## src/rtl/riscv_pkg.sv

```systemverilog
// riscv_pkg
//   Shared encodings for the RV32I multi-cycle core: 7-bit opcodes, the
//   control FSM state encoding, the instruction classes produced by
//   ctrl_decode, and the select encodings used by the datapath muxes
//   (pc_src, wb_sel, alu_op). imm_gen and the datapath import the same
//   constants so the control and data sides cannot drift apart.
package riscv_pkg;

  // Major opcodes, IR[6:0]
  localparam logic [6:0] OPC_LUI      = 7'b0110111;
  localparam logic [6:0] OPC_AUIPC    = 7'b0010111;
  localparam logic [6:0] OPC_JAL      = 7'b1101111;
  localparam logic [6:0] OPC_JALR     = 7'b1100111;
  localparam logic [6:0] OPC_BRANCH   = 7'b1100011;
  localparam logic [6:0] OPC_LOAD     = 7'b0000011;
  localparam logic [6:0] OPC_STORE    = 7'b0100011;
  localparam logic [6:0] OPC_OP_IMM   = 7'b0010011;
  localparam logic [6:0] OPC_OP       = 7'b0110011;
  localparam logic [6:0] OPC_MISC_MEM = 7'b0001111;
  localparam logic [6:0] OPC_SYSTEM   = 7'b1110011;

  // Control FSM states; 5 and 6 are unused encodings.
  typedef enum logic [2:0] {
    ST_FETCH  = 3'd0,
    ST_DECODE = 3'd1,
    ST_EXEC   = 3'd2,
    ST_MEM    = 3'd3,
    ST_WB     = 3'd4,
    ST_TRAP   = 3'd7
  } state_e;

  // Instruction classes seen by the FSM.
  typedef enum logic [3:0] {
    CLS_LUI     = 4'd0,
    CLS_AUIPC   = 4'd1,
    CLS_JAL     = 4'd2,
    CLS_JALR    = 4'd3,
    CLS_BRANCH  = 4'd4,
    CLS_LOAD    = 4'd5,
    CLS_STORE   = 4'd6,
    CLS_OP_IMM  = 4'd7,
    CLS_OP      = 4'd8,
    CLS_FENCE   = 4'd9,
    CLS_SYSTEM  = 4'd10,
    CLS_ILLEGAL = 4'd15
  } instr_class_e;

  // Next-PC select
  localparam logic [1:0] PC_SRC_PLUS4  = 2'd0;  // PC + 4
  localparam logic [1:0] PC_SRC_PC_IMM = 2'd1;  // PC + imm
  localparam logic [1:0] PC_SRC_JALR   = 2'd2;  // (rs1 + imm) & ~1

  // Register-file writeback select
  localparam logic [1:0] WB_SEL_ALU    = 2'd0;
  localparam logic [1:0] WB_SEL_MEM    = 2'd1;
  localparam logic [1:0] WB_SEL_PC4    = 2'd2;
  localparam logic [1:0] WB_SEL_IMM    = 2'd3;

  // ALU operation class
  localparam logic [1:0] ALU_OP_ADD    = 2'd0;
  localparam logic [1:0] ALU_OP_CMP    = 2'd1;
  localparam logic [1:0] ALU_OP_FUNCT  = 2'd2;

endpackage

```

## src/rtl/ctrl_decode.sv

```systemverilog
// ctrl_decode
//   Purely combinational classifier: maps IR opcode/funct3 to an
//   instruction class and flags encodings the core does not implement.
// Ports:
//   opcode    in  [6:0]  IR[6:0]
//   funct3    in  [2:0]  IR[14:12]
//   cls       out [3:0]  instr_class_e value
//   illegal   out        encoding is not supported (cls == CLS_ILLEGAL)
module ctrl_decode
  import riscv_pkg::*;
(
  input  logic [6:0] opcode,
  input  logic [2:0] funct3,
  output logic [3:0] cls,
  output logic       illegal
);

  instr_class_e cls_w;

  always_comb begin
    cls_w = CLS_ILLEGAL;
    case (opcode)
      OPC_LUI:      cls_w = CLS_LUI;
      OPC_AUIPC:    cls_w = CLS_AUIPC;
      OPC_JAL:      cls_w = CLS_JAL;
      OPC_JALR:     cls_w = (funct3 == 3'd0) ? CLS_JALR : CLS_ILLEGAL;
      // BEQ/BNE/BLT/BGE/BLTU/BGEU; funct3 2 and 3 are reserved
      OPC_BRANCH:   cls_w = (funct3 == 3'd2 || funct3 == 3'd3) ? CLS_ILLEGAL : CLS_BRANCH;
      // LB/LH/LW/LBU/LHU; 3, 6, 7 are reserved (no RV64 loads)
      OPC_LOAD:     cls_w = (funct3 == 3'd3 || funct3 == 3'd6 || funct3 == 3'd7)
                            ? CLS_ILLEGAL : CLS_LOAD;
      // SB/SH/SW only
      OPC_STORE:    cls_w = (funct3 > 3'd2) ? CLS_ILLEGAL : CLS_STORE;
      OPC_OP_IMM:   cls_w = CLS_OP_IMM;
      OPC_OP:       cls_w = CLS_OP;
      OPC_MISC_MEM: cls_w = CLS_FENCE;
      OPC_SYSTEM:   cls_w = CLS_SYSTEM;
      default:      cls_w = CLS_ILLEGAL;
    endcase
  end

  assign cls     = cls_w;
  assign illegal = (cls_w == CLS_ILLEGAL);

endmodule

```

## src/rtl/multicycle_ctrl.sv

```systemverilog
// multicycle_ctrl
//   Multi-cycle control FSM for the RV32I core. Sequences
//   FETCH -> DECODE -> EXEC -> [MEM] -> [WB] over a single-port memory and
//   drives the datapath enables/selects. Halts in TRAP on illegal encodings
//   and ECALL/EBREAK; only rst leaves TRAP.
// Ports:
//   clk, rst            clock, synchronous active-high reset
//   opcode, funct3      fields of the latched IR
//   branch_taken        ALU compare result, used in EXEC
//   mem_ready           memory completes the current request this cycle
//   mem_req/mem_we      memory request / request is a store
//   mem_is_fetch        address mux: 1 = PC, 0 = ALU result
//   ir_we, pc_we        IR / PC write enables (one-cycle pulses)
//   pc_src              next-PC select (riscv_pkg PC_SRC_*)
//   alu_src_a/b         ALU operand selects (a: 0 rs1/1 PC, b: 0 rs2/1 imm)
//   alu_op              ALU operation class (riscv_pkg ALU_OP_*)
//   reg_we, wb_sel      register-file write enable and source select
//   halted              core stopped in TRAP
//   state               current FSM state, for debug
//
// Memory handshake: mem_req is raised by the FSM and, together with mem_we
// and mem_is_fetch, held constant until the first cycle in which mem_ready
// is 1; that cycle completes the transfer (ready may already be 1 in the
// first request cycle). mem_ready is ignored whenever mem_req is 0. A reset
// abandons any outstanding request: all outputs drop to 0 that cycle.
module multicycle_ctrl
  import riscv_pkg::*;
(
  input  logic       clk,
  input  logic       rst,
  input  logic [6:0] opcode,
  input  logic [2:0] funct3,
  input  logic       branch_taken,
  input  logic       mem_ready,
  output logic       mem_req,
  output logic       mem_we,
  output logic       mem_is_fetch,
  output logic       ir_we,
  output logic       pc_we,
  output logic [1:0] pc_src,
  output logic       alu_src_a,
  output logic       alu_src_b,
  output logic [1:0] alu_op,
  output logic       reg_we,
  output logic [1:0] wb_sel,
  output logic       halted,
  output logic [2:0] state
);

  state_e       state_q, state_d;
  instr_class_e cls_q, cls_d;

  logic [3:0]   dec_cls;
  logic         dec_illegal;

  ctrl_decode u_decode (
    .opcode  (opcode),
    .funct3  (funct3),
    .cls     (dec_cls),
    .illegal (dec_illegal)
  );

  always_ff @(posedge clk) begin
    if (rst) begin
      state_q <= ST_FETCH;
      cls_q   <= CLS_ILLEGAL;
    end else begin
      state_q <= state_d;
      cls_q   <= cls_d;
    end
  end

  always_comb begin
    state_d      = state_q;
    cls_d        = cls_q;
    mem_req      = 1'b0;
    mem_we       = 1'b0;
    mem_is_fetch = 1'b0;
    ir_we        = 1'b0;
    pc_we        = 1'b0;
    pc_src       = PC_SRC_PLUS4;
    alu_src_a    = 1'b0;
    alu_src_b    = 1'b0;
    alu_op       = ALU_OP_ADD;
    reg_we       = 1'b0;
    wb_sel       = WB_SEL_ALU;
    halted       = 1'b0;

    case (state_q)
      ST_FETCH: begin
        mem_req      = 1'b1;
        mem_is_fetch = 1'b1;
        if (mem_ready) begin
          ir_we   = 1'b1;
          state_d = ST_DECODE;
        end
      end

      ST_DECODE: begin
        // Capture the class once; the IR is stable for the rest of the
        // instruction, so later states work from cls_q alone.
        cls_d   = instr_class_e'(dec_cls);
        state_d = dec_illegal ? ST_TRAP : ST_EXEC;
      end

      ST_EXEC: begin
        case (cls_q)
          CLS_OP: begin
            alu_op  = ALU_OP_FUNCT;
            state_d = ST_WB;
          end
          CLS_OP_IMM: begin
            alu_op    = ALU_OP_FUNCT;
            alu_src_b = 1'b1;
            state_d   = ST_WB;
          end
          CLS_AUIPC: begin
            alu_src_a = 1'b1;
            alu_src_b = 1'b1;
            state_d   = ST_WB;
          end
          CLS_LUI, CLS_JAL, CLS_JALR: begin
            state_d = ST_WB;
          end
          CLS_LOAD, CLS_STORE: begin
            alu_src_b = 1'b1;  // rs1 + imm = effective address
            state_d   = ST_MEM;
          end
          CLS_BRANCH: begin
            alu_op  = ALU_OP_CMP;
            pc_we   = 1'b1;
            pc_src  = branch_taken ? PC_SRC_PC_IMM : PC_SRC_PLUS4;
            state_d = ST_FETCH;
          end
          CLS_FENCE: begin
            pc_we   = 1'b1;
            state_d = ST_FETCH;
          end
          default: begin
            // ECALL/EBREAK (and anything unexpected) stop the core.
            state_d = ST_TRAP;
          end
        endcase
      end

      ST_MEM: begin
        mem_req = 1'b1;
        mem_we  = (cls_q == CLS_STORE);
        if (mem_ready) begin
          if (cls_q == CLS_STORE) begin
            pc_we   = 1'b1;
            state_d = ST_FETCH;
          end else begin
            state_d = ST_WB;
          end
        end
      end

      ST_WB: begin
        reg_we  = 1'b1;
        pc_we   = 1'b1;
        state_d = ST_FETCH;
        case (cls_q)
          CLS_LUI:  wb_sel = WB_SEL_IMM;
          CLS_JAL: begin
            wb_sel = WB_SEL_PC4;
            pc_src = PC_SRC_PC_IMM;
          end
          CLS_JALR: begin
            wb_sel = WB_SEL_PC4;
            pc_src = PC_SRC_JALR;
          end
          CLS_LOAD: wb_sel = WB_SEL_MEM;
          default:  wb_sel = WB_SEL_ALU;
        endcase
      end

      ST_TRAP: begin
        halted = 1'b1;
      end

      default: begin
        // Unused encodings: outputs stay 0 and the core halts.
        state_d = ST_TRAP;
      end
    endcase

    // Reset overrides everything so an in-flight request is dropped and no
    // architectural write happens in the reset cycle.
    if (rst) begin
      mem_req      = 1'b0;
      mem_we       = 1'b0;
      mem_is_fetch = 1'b0;
      ir_we        = 1'b0;
      pc_we        = 1'b0;
      pc_src       = PC_SRC_PLUS4;
      alu_src_a    = 1'b0;
      alu_src_b    = 1'b0;
      alu_op       = ALU_OP_ADD;
      reg_we       = 1'b0;
      wb_sel       = WB_SEL_ALU;
      halted       = 1'b0;
    end
  end

  assign state = rst ? 3'd0 : state_q;

endmodule

```

## config.mk

```make
export PLATFORM = sky130hd
export DESIGN_NAME = multicycle_ctrl
export DESIGN_NICKNAME = d
export VERILOG_FILES = /design/src/rtl/riscv_pkg.sv /design/src/rtl/ctrl_decode.sv /design/src/rtl/multicycle_ctrl.sv
export SDC_FILE = /design/constraint.sdc
export NUM_CORES = 1
export LEC_CHECK = 0
export ABC_AREA = 1
export ABC_CLOCK_PERIOD_IN_PS = 1300
export BUFFER_PORTS_ARGS = -buffer_cell sky130_fd_sc_hd__buf_2
export CAP_MARGIN = 5
export CORE_MARGIN = 2
export CORE_UTILIZATION = 45
export DETAILED_ROUTE_END_ITERATION = 16
export GPL_TIMING_DRIVEN = 1
export PLACE_DENSITY_LB_ADDON = 0.15
export SYNTH_ARGS = -nofsm -noshare
export SYNTH_HDL_FRONTEND = slang
export SYNTH_HIERARCHICAL = 1
export SYNTH_SLANG_ARGS = --single-unit
```

## constraint.sdc

```tcl
create_clock -name clk -period 1.3 [get_ports clk]
set_input_delay 0.065 -clock clk [delete_from_list [all_inputs] [get_ports clk]]
set_output_delay 0.065 -clock clk [all_outputs]
set_load 0.005 [all_outputs]
```

== Word level (Yosys, flattened, before mapping) ==
Index checks and enable logic that the tools add are counted.

* $add $sub $neg: 0
* Multipliers: 0
* Div/mod/pow operators: 0
* $lt $le $gt $ge: 1
* Equal/unequal tests: 32
* Shift-type cells: 0
* Mux-type cells: 47
* Bitwise logic cells: 1
* Reduce and logical (&&, ||, !) cells: 14

{| class="wikitable"
|+ Operators with widths
! cell !! count
|-
| $pmux 4 s11 || 1
|-
| $eq 7x7->1 const B || 4
|-
| $mux 1 || 25
|-
| $eq 7x6->1 const B || 3
|-
| $pmux 3 s6 || 1
|-
| $eq 4x3->1 const B || 4
|-
| $mux 4 || 4
|-
| $mux 3 || 5
|-
| $eq 7x5->1 const B || 2
|-
| $eq 3x2->1 const B || 4
|-
| $eq 3x3->1 const B || 4
|-
| $eq 4x4->1 const B || 3
|-
| $pmux 2 s2 || 3
|-
| $mux 2 || 5
|-
| $reduce_or 2->1 || 5
|-
| $pmux 3 s3 || 1
|-
| $eq 4x2->1 const B || 2
|-
| $eq 7x2->1 const B || 1
|-
| $eq 7x4->1 const B || 1
|-
| $logic_not 3->1 || 2
|-
| $pmux 2 s3 || 1
|-
| $reduce_or 6->1 || 1
|-
| $eq 4x1->1 const B || 1
|-
| $logic_not 4->1 || 1
|-
| other kinds (8) || 11
|}

* Register bits after elaboration: 7
* Bits in latches: 0
* Bits in writable memories: 0
* Bits in read-only memories: 0
* Bits of input ports: 14
* Output and inout port bits: 18
* Memories kept: 0

== Logic depth before layout (Yosys ltp) ==
* Depth after elaboration: 8
* Mapped depth: 15

== Cells and area by module ==
Netlist, hierarchy kept.

{| class="wikitable"
|+ Modules (own cells, without submodules)
! module !! instances !! cells an instance !! area each (um^2) !! sequential area each (um^2)
|-
| multicycle_ctrl || 1 || 106 || 609.3 || 140.1
|-
| ctrl_decode || 1 || 66 || 340.3 || 0.0
|}

== Worst setup path before layout ==
No wires, ideal clock.

* Path type: input to register
* Start: input port opcode[0]
* End: register state_q[0]
* Library setup time: 121 ps
* Data arrival time: 1075 ps
* Required time: 1179 ps
* Path slack: 104 ps
* Stages: 14
* Cells stage by stage: nand2_1 inv_1 nand2_2 nor2_1 nor2_4 nand3_1 nor2_1 o21ai_2 nand3_1 nand2_1 inv_1 nand3_1 nor2_1 nor2_1

* Cells in the longest elaborated chain, start to end: 5
* Elaborated cells on any way between the ends: 15
* Classes of those cells: 12 x eq/ne; 3 x mux

{| class="wikitable"
|+ Ends and longest elaborated chain
! item !! RTL line !! text
|-
| from (decl) || multicycle_ctrl.sv:31 || <nowiki>input logic [6:0] opcode,</nowiki>
|-
| $eq 7x7->1 (tied with other cells) || ctrl_decode.sv:22 || <nowiki>case (opcode)</nowiki>
|-
| $pmux 4 s11 * || ctrl_decode.sv:22 ||
|-
| $eq 4x4->1 * || ctrl_decode.sv:43 || <nowiki>assign illegal = (cls_w == CLS_ILLEGAL);</nowiki>
|-
| named net dec_illegal || multicycle_ctrl.sv:54 || <nowiki>logic dec_illegal;</nowiki>
|-
| $mux 3 * || multicycle_ctrl.sv:103 || <nowiki>state_d = dec_illegal ? ST_TRAP : ST_EXEC;</nowiki>
|-
| $pmux 3 s6 * || multicycle_ctrl.sv:89 || <nowiki>case (state_q)</nowiki>
|-
| to (signal assigned) || multicycle_ctrl.sv:68 || <nowiki>state_q <= state_d;</nowiki>
|-
| to (decl) || multicycle_ctrl.sv:50 || <nowiki>state_e state_q, state_d;</nowiki>
|}

Mark *: on every way through the listed nets, which the timed path passes. The rest lies on a longest branch.
A chain may end at the register's enable or synchronous reset.

== Worst setup path in the final report ==
* Start: register state_q[2]
* End: output port pc_we

* Cells in the longest elaborated chain, start to end: 3
* Elaborated cells on any way between the ends: 5
* Classes of those cells: 3 x eq/ne; 2 x mux

{| class="wikitable"
|+ Ends and longest elaborated chain
! item !! RTL line !! text
|-
| $eq 3x3->1 or $eq 3x2->1 (tied branches) || multicycle_ctrl.sv:89 ||
|-
| $pmux 1 s3 * || multicycle_ctrl.sv:89 ||
|-
| $mux 1 * || multicycle_ctrl.sv:190 || <nowiki>if (rst) begin</nowiki>
|-
| to (decl) || multicycle_ctrl.sv:39 || <nowiki>output logic pc_we,</nowiki>
|}

Mark *: on every way between the ends. The rest lies on a longest branch, timed or not.

==> metrics.json <==
{
  "timing.clock.skew_ns": 0.00499,
  "post_drt_via_cell_ratio": 5.12,
  "route.vias.total": 1300,
  "synth_compound_area_frac": 0.124,
  "tritoncts_num_sinks": 7,
  "yosysUniqueCellTypes": 26,
  "area_growth_syn_to_layout_pct": 51.4,
  "worst_slew_margin_rel": 0.777,
  "grt_first_pass_wirelength_um": 4640,
  "synth-xor-area-share": 0,
  "power_density_nw_per_um2": 1490,
  "die_area_um2": 2490,
  "postRouteWirelength_um": 2840,
  "boundaryPins": 32,
  "synthMuxAreaShare": 0,
  "detailedRoute.firstPassIterationCount": 4,
  "timing.max_cap.violations": 0,
  "insertedDiodeCount": 0,
  "setup_viol_count_final": 9,
  "globalplace.congestion": 0.908,
  "hold_buffers": 0,
  "final_layout_size_suffix_gt1_frac": 0.480,
  "reg2reg_setup_slack_ns": 0.06,
  "ant_nets": 0,
  "die_y_um": 49.9,
  "cp.required_ns": 1.24,
  "final_cell_mix": "nand2_1 (38), buf_2 (31), nor2_1 (23), buf_4 (18), inv_1 (17)",
  "fillCellCount": 166,
  "design.final.nets": 242,
  "skew_pair_late_insertion_delay_ns": 0.26,
  "total_count_of_max_transition_violations_in_the_final_report": 0,
  "combinational_family_with_the_most_area_after_synthesis": "simple AND/OR/NAND/NOR gates",
  "path_max_fanout": 5,
  "post_drt_wl_per_cell_um": 11.2,
  "cts_buffers": 3,
  "synth.ff_latch_count": 7,
  "dp_hpwl_um": 2040,
  "finalWorstSetupSlack_ns": -0.116,
  "die_x_um": 49.9,
  "violated_checks": "setup timing",
  "finalHoldViolCount": 0,
  "num_rows": 16,
  "grt_pass1_vias": 1140,
  "worstMarginPinSlew_ns": 0.331,
  "drcViolationCount": 0,
  "netlist_instances": 172,
  "grtUsageTotal": 0.232,
  "layout_commonest_cell": "nand2_1",
  "worst_setup_path_start_kind": "flop",
  "p_leak_uw": 0.000767,
  "initial_utilization": 0.479,
  "critPathKind": "flop to output pin",
  "maximum_number_of_pins_on_one_net_before_global_route_repair": 16,
  "clock_root_buffer_master": "clkbuf_4",
  "cts.htree.levels": 1,
  "outcome": "finished, violations left",
  "yosysSeqAreaShare": 0.148,
  "finalCritPeriodShare": 1.09,
  "yosys.area_share.simple": 0.622,
  "maxClockFrequency_mhz": 706,
  "clk_transition_reported_paths_ns": 0.06,
  "yosysWarnings": 6,
  "finalCoreUtilization": 0.725,
  "mean_instance_size_in_the_synthesized_netlist_um2": 5.52,
  "period_needed_ns": 1.42,
  "post-place-cells": 241,
  "netlist_area_um2": 950,
  "synthesis.nets": 186,
  "worst_ir_drop_vdd_uv": 1130,
  "cts_max_path_buffers": 2,
  "synth-adder-area-share": 0,
  "cp_data_arrival_time_ns": 1.35,
  "rsz0062_at_grt": "yes",
  "core_um2": 1980,
  "critical_path.endpoint_type": "output pin",
  "io_buffers": 31,
  "timing.hold.worst.class": "input pin to flop",
  "tritoncts_clock_tree": "done",
  "initial_antenna_violation_count": 0,
  "post_layout_nonfiller_instances": 254,
  "grt.overflow.total": 0,
  "drt_iter0_drc": 18
}
==> worst paths after layout <==
path | cells after the start | endpoint | from
worst min-delay path | 3 | state_q[0] | mem_ready
worst max register to register | 7 | state_q[2] | state_q[1]
worst max-delay path | 7 | pc_we | state_q[2]
worst min register to register | 2 | cls_q[0] | cls_q[0]
==> registers in the layout (all words and copies together), names as in the netlist <==
signal and count:
cls_q 4, state_q 3
==> layout make-up <==
type | count | area, µm² | share of cell area
Sequential cell | 7 | 159 | 0.111
Tap cell | 27 | 33.8 | 0.0235
Clock buffer | 4 | 26.3 | 0.0183
Multi-Input combinational cell | 138 | 790 | 0.549
Timing Repair Buffer | 52 | 324 | 0.225
Inverter | 26 | 105 | 0.0731
==> critical path, cell delays in order, from the launching register on <==
cell	delay, ns
dfxtp_4	0.37
nor3_4	0.24
buf_4	0.16
nand2_1	0.06
nand3_1	0.07
nand2_1	0.05
inv_1	0.05
buf_2	0.10
==> timing repair <==
action	4_1_cts	5_1_grt
resized for setup	15	26
pin swaps	6	8
endpoints found under the hold margin	0	0
setup buffers	5	4
setup endpoints to repair	9	16
==> cell families after synthesis <==
| family | Yosys count |
|---|---|
| AOI/OAI and AO/OA | 19 |
| DFF | 7 |
| and+or+nand+nor | 119 |
| buffers and inverters | 27 |
==> cells in the mapped netlist <==
master	count	area share
nor2_4	3	0.036
o211ai_1	5	0.040
nand2_4	2	0.024
a21oi_2	1	0.0092
nor2_2	4	0.026
nand3_2	2	0.021
nor3_4	1	0.017
inv_2	7	0.028
dfxtp_1	7	0.15
nand2_2	7	0.046
o21ai_0	5	0.026
o21ai_1	1	0.0053
nor3_1	5	0.026
nand4_1	1	0.0066
nor2_1	31	0.12
nor4_1	1	0.0066
nand3b_1	1	0.0079
clkbuf_1	1	0.0039
a22oi_1	1	0.0079
a21oi_1	5	0.026
clkinv_1	1	0.0039
nand2_1	42	0.17
nand3b_4	1	0.021
nand3_1	18	0.095
o21ai_2	1	0.0092
inv_1	18	0.071
==> power by group <==
part	switching, µW	leakage [µW]	internal [µW]	total [µW]
registers	197	0.0000586	357	554
clock network	95.5	0.0000150	118	214
logic	794	0.000694	578	1370
==> routing by layer <==
layer,routed length (µm),part of all wire,GRT usage
met5,0,0,0
met4,47,0.017,0.0463
met3,127,0.045,0.0515
met2,1420,0.50,0.404
met1,1250,0.44,0.291
==> per-stage QoR <==
step | area, µm² | power (µW) | worst slack (ns) | TNS (ns) | hold slack [ns]
final | 1440 | 2140 | -0.116 | -0.484 | 0.147
after global routing | 1440 | 2330 | -0.206 | -1.63 | 0.235
after CTS | 1320 | 1840 | -0.122 | -0.612 | 0.161
after detailed placement | 1220 | 1470 | -0.115 | -0.212 | 0.447
after global placement | 1220 | 1440 | -0.0587 | -0.106 | 0.406
after floorplan | 950 | 1160 | 0.104 | 0 | 0.156
Power figures use the tool's default switching activity.
